`config.mk`:
```
export PLATFORM = sky130hd
export DESIGN_NAME = pixel_shifter
export DESIGN_NICKNAME = d
export VERILOG_FILES = /design/src/rtl/pixel_shifter.sv
export SDC_FILE = /design/constraint.sdc
export NUM_CORES = 1
export LEC_CHECK = 0
export ABC_AREA = 0
export BUFFER_PORTS_ARGS = -buffer_cell sky130_fd_sc_hd__buf_2
export CORE_MARGIN = 2
export CORE_UTILIZATION = 38
export DETAILED_ROUTE_END_ITERATION = 12
export PLACE_DENSITY_LB_ADDON = 0.08
export SYNTH_ARGS = -nofsm -noshare
export SYNTH_HDL_FRONTEND = slang
export SYNTH_SLANG_ARGS = --single-unit
```
`constraint.sdc`:
```
create_clock -name dotclk_i -period 2.7 [get_ports dotclk_i]
set_clock_uncertainty 0.1 [all_clocks]
set_input_delay 0.54 -clock dotclk_i [delete_from_list [all_inputs] [get_ports dotclk_i]]
set_output_delay 0.54 -clock dotclk_i [all_outputs]
set_load 0.005 [all_outputs]
```
`src/rtl/pixel_shifter.sv`:
```
// -----------------------------------------------------------------------------
// pixel_shifter
//
// Takes 16-bit line-buffer words from the feeder and turns them into 1, 2 or
// 4 bpp pixel indices. Each index is looked up in a 16-entry, 12-bit RGB
// palette, and the result goes to the video DAC stage as registered colour
// plus a display enable. Everything runs on the dot clock.
//
// Pipeline, for a word captured at edge E:
//   E   : sh  <= word, en0 <= scanline_en_i
//   E+1 : pix_o <= index(sh), en1 <= en0
//   E+2 : rgb_o <= en1 ? pal[pix_o] : 0, de_o <= en1
//
// Ports:
//   dotclk_i       dot clock
//   rst_n_i        asynchronous active-low reset
//   scanline_en_i  high while a scanline is being refreshed
//   load_i         feeder load strobe; capture lb_dat_i on this edge
//   lb_dat_i       line-buffer word for the current fetch address
//   shift1_i       1bpp mode select
//   shift2_i       2bpp mode select
//   shift4_i       4bpp mode select (highest priority)
//   pal_we_i       palette write enable
//   pal_adr_i      palette write index
//   pal_dat_i      palette write data {R,G,B}
//   pix_o          stage-1 pixel index
//   rgb_o          stage-2 colour
//   de_o           display enable, aligned with rgb_o
// -----------------------------------------------------------------------------
module pixel_shifter (
    input  logic        dotclk_i,
    input  logic        rst_n_i,
    input  logic        scanline_en_i,
    input  logic        load_i,
    input  logic [15:0] lb_dat_i,
    input  logic        shift1_i,
    input  logic        shift2_i,
    input  logic        shift4_i,
    input  logic        pal_we_i,
    input  logic [3:0]  pal_adr_i,
    input  logic [11:0] pal_dat_i,
    output logic [3:0]  pix_o,
    output logic [11:0] rgb_o,
    output logic        de_o
);

    typedef enum logic [1:0] {
        MODE_1BPP,
        MODE_2BPP,
        MODE_4BPP
    } mode_t;

    mode_t       mode;
    logic [15:0] sh;
    logic [15:0] sh_next;
    logic [3:0]  cur_idx;
    logic        en0;
    logic        en1;
    logic [11:0] pal [16];

    // When no mode input is set, the shifter runs as 1bpp.
    always_comb begin
        if (shift4_i) begin
            mode = MODE_4BPP;
        end else if (shift2_i) begin
            mode = MODE_2BPP;
        end else begin
            mode = MODE_1BPP;
        end
    end

    // The mode is applied combinationally on every edge. A mode change in the
    // middle of a word therefore affects the next shift only; the bits left
    // in sh are not realigned.
    always_comb begin
        // NOTE: every output of this block gets a default first, so no path
        // leaves a value unassigned and no latch is inferred.
        cur_idx = {3'b000, sh[15]};
        sh_next = {sh[14:0], 1'b0};
        case (mode)
            MODE_2BPP: begin
                cur_idx = {2'b00, sh[15:14]};
                sh_next = {sh[13:0], 2'b00};
            end
            MODE_4BPP: begin
                cur_idx = sh[15:12];
                sh_next = {sh[11:0], 4'b0000};
            end
            default: ;
        endcase
        // A load replaces the shift. A premature load cuts the current word short.
        if (load_i) begin
            sh_next = lb_dat_i;
        end
    end

    // Shift register and the display-enable / colour pipeline.
    always_ff @(posedge dotclk_i or negedge rst_n_i) begin
        if (!rst_n_i) begin
            sh    <= 16'h0000;
            en0   <= 1'b0;
            en1   <= 1'b0;
            pix_o <= 4'h0;
            rgb_o <= 12'h000;
            de_o  <= 1'b0;
        end else begin
            // NOTE: non-blocking assignments make every stage sample the
            // value it held before this edge, which is what keeps the
            // pipeline stages one clock apart.
            sh    <= sh_next;
            en0   <= scanline_en_i;
            pix_o <= cur_idx;
            en1   <= en0;
            rgb_o <= en1 ? pal[pix_o] : 12'h000;
            de_o  <= en1;
        end
    end

    // Palette. A stage-2 read of an entry that is written on the same edge
    // returns the old contents.
    always_ff @(posedge dotclk_i or negedge rst_n_i) begin
        if (!rst_n_i) begin
            // NOTE: this storage is reset on purpose, because its power-up
            // contents (a grey ramp) are visible behaviour. Storage whose
            // initial contents do not matter would be left unreset.
            for (int i = 0; i < 16; i++) begin
                pal[i] <= {4'(i), 4'(i), 4'(i)};
            end
        end else if (pal_we_i) begin
            pal[pal_adr_i] <= pal_dat_i;
        end
    end

endmodule

```
==> results.yml <==
run_status:
  status: "complete, no violations"
drt:
  vias_per_cell: 5.34
  wl_um: 25800
  route.detailed.drc: 0
  dr.pass1.iters: 4
  drtAntennaViolNets: 0
  wl_per_cell_um: 22.6
  via_count: 6109
  drtIter0Drc: 285
worst_setup_path:
  cp.required_ns: 2.06
  crit_family: "flip-flops"
  end_kind: "output pin"
  criticalPathCategory: "flip-flop to output pin"
  r2r_start: "pix_o[1]"
  cp.arrival_ns: 1.58
  crit_path_max_incr_delay_ns: 0.83
  start_kind: "flip-flop"
  cp_cell_sequence: "buf_2"
  cp.buffers_inverters: 1
  cp-startpoint: "pix_o[1]"
  cpMaxStageDelayCell: "dfrtp_1"
  worst-path-max-fanout: 12
synth:
  avgSynthCellArea_sq_um: 14.4
  synthDominantCellAreaShare_pct: 31.5
  synth_fp_nets: 763
  synth_cell_types: 32
  syn-cell-area_sq_um: 10400
  yosysMostFrequentCell: "mux2_2"
  ys_ff_latch: 227
  synth_common_cells: "186 x mux2_2, 131 x dfrtp_1, 96 x dfstp_2"
  yosys_warnings: 0
  netlist_instances: 723
  synth_largest_area_cell: "dfrtp_1"
  synthFlopType: "dfrtp_1"
  synthArstFlopShare_pct: 100
  synth_seq_area_share_pct: 55.8
  synth-edff-count: 0
  synth.area.top_cells: "dfrtp_1 32%, dfstp_2 24%, mux2_2 20%, mux2i_1 6.6%, mux4_2 3.0%"
timing:
  slew_headroom_pct: 47.3
  worst_slew_pin_slew_ns: 0.790
  fmax_ghz: 0.451
  fin_crit_ns: 2.22
  finalSetupViolations: 0
  min_period_over_period_pct: 82.2
  hold_slack_ns: 0.0387
  rsz0062_at_grt: "no"
  tns_ns: 0
  slew_viol_final: 0
  finalHoldViolCount: 0
placed_design:
  dp.cells: 1094
  numPortBuffers: 55
  hpwl_um: 16200
  dpl_cell_area_sq_um: 11100
  gp_congestion: 0.739
floorplan:
  num_rows: 60
  die_w_um: 169
  die_area_sq_um: 28700
  fp.dieH_um: 169
  io_pins: 57
  initial_core_util_pct: 38.7
  core_sq_um: 26900
layout:
  final_cells: 1144
  area_growth_pct: 15.3
  diodes: 0
  finalNetCount: 823
  regArea_sq_um: 5800
  fill_cells: 2417
  drive_gt1_share_pct: 53.4
  multi_input_area_sq_um: 4250
  design_area_sq_um: 12000
global_routing:
  grt_usage_pct: 18.5
  grt_pass1_vias: 6512
  grt_pass1_wl_um: 40000
  grt_overflow_total: 0
  grt_start_max_net_pins: 79
  antenna_found_initial: 0
min_path:
  hold_path_class: "input port to flip-flop"
  hp-start: "scanline_en_i"
clock_tree:
  clock_latency_ns: 0.52
  post_cts_buffers: 0
  cts_max_level: 1
  clkTransAtPathRegs_ns: 0.06
  clock_sinks: 227
  tritoncts: "built"
  numCtsBuffers: 27
  root_buffer: "clkbuf_16"
  cts_buffer_depth: 3
run:
  drv_cap: 0
pwr:
  vdd_drop_max_mv: 0.448
  power_density_nw_per_um2: 836
  p_leak_uw: 0.00509
## cells by family after synthesis
logic type,after synthesis,synth area share [%]
flops,227,55.8
simple gates,82,3.71
mux,285,33.0
buf+inv,58,3.29
compound gates,71,4.21
## metrics by stage
step	setup WS, ns	utilization, %	power, uW
after floorplan	0.864	-	5950
after global placement	0.475	41.2	6370
after detailed placement	0.451	41.2	6490
after CTS	0.446	44.6	10200
after global routing	0.372	44.6	10500
final	0.481	44.6	10000
## worst reg2reg max path, delay by kind of cell (launching register included)
family | cells | cell delay (ns)
AOI/OAI and AO/OA | 2 | 0.44
buffers and inverters | 1 | 0.26
and+or+nand+nor | 2 | 0.39
DFF | 1 | 0.83
## flip-flops by register name, indices dropped and copies added (netlist names)
name   count
de_o       1
sh        16
en0        1
en1        1
pix_o      4
pal      192
rgb_o     12
## worst paths after layout
path,end,slack (ns),cells after the start
setup / recovery,pix_o[1],0.48,1
hold / removal,en0,0.04,1
setup reg to reg,rgb_o[9],0.56,5
hold reg to reg,en1,0.25,0
max in group asynchronous,pal[142],1.19,3
min in group asynchronous,pal[185],0.50,2
## power by group
| group | switching, uW | internal (uW) | leakage (uW) |
|---|---|---|---|
| Sequential | 383 | 4370 | 0.00263 |
| Combinational | 691 | 964 | 0.00202 |
| Clock | 1370 | 2230 | 0.000438 |
## layout make-up
type	count	area share [%]
clock inverters	13	1.23
repair buffers	88	4.99
inverters	1	0.0313
flip-flops and latches	227	48.4
clock buffers	36	6.25
well taps	341	3.56
multi-input cells	438	35.5
## placed cells by master (no fill, tap or decap)
cell | Yosys | layout
a21oi_1 | 12 | 12
a221oi_1 | 5 | 5
a221oi_2 | 1 | 1
a22oi_1 | 18 | 18
and2_1 | 4 | 4
and3_1 | 1 | 1
buf_12 | 3 | 5
buf_2 | 18 | 54
buf_4 | 5 | 27
buf_8 | 1 | 1
bufinv_16 | 0 | 3
clkbuf_1 | 27 | 5
clkbuf_16 | 0 | 27
clkbuf_8 | 0 | 4
clkinv_2 | 0 | 7
clkinvlp_4 | 0 | 3
dfrtp_1 | 131 | 130
dfrtp_4 | 0 | 1
dfstp_2 | 96 | 96
dlygate4sd3_1 | 0 | 1
inv_1 | 1 | 1
mux2_1 | 6 | 6
mux2_2 | 186 | 186
mux2i_1 | 69 | 69
mux4_1 | 10 | 10
mux4_2 | 14 | 14
nand2_1 | 27 | 27
nand2b_1 | 9 | 9
nand3_1 | 7 | 7
nand3b_1 | 4 | 4
nor2_1 | 23 | 23
nor2b_1 | 3 | 3
nor3b_1 | 1 | 1
o21ai_0 | 24 | 24
o21ai_1 | 8 | 8
o31ai_1 | 2 | 2
o41ai_1 | 1 | 1
or3_1 | 3 | 3
## per-layer routing
| layer | vias up | wire length (um) | track usage [%] |
|---|---|---|---|
| li1 | 2757 | - | - |
| met1 | 3206 | 12000 | 26.0 |
| met2 | 114 | 12400 | 30.9 |
| met3 | 32 | 934 | 2.45 |
| met4 | 0 | 489 | 3.86 |
| met5 | - | 0 | 0 |
## what timing repair did
action	4_1_cts	5_1_grt
setup endpoints to repair	0	0
resized for setup	0	0
hold buffers	1	0
hold endpoints to repair	42	0
Note: power is estimated with default switching activity, not from simulation.
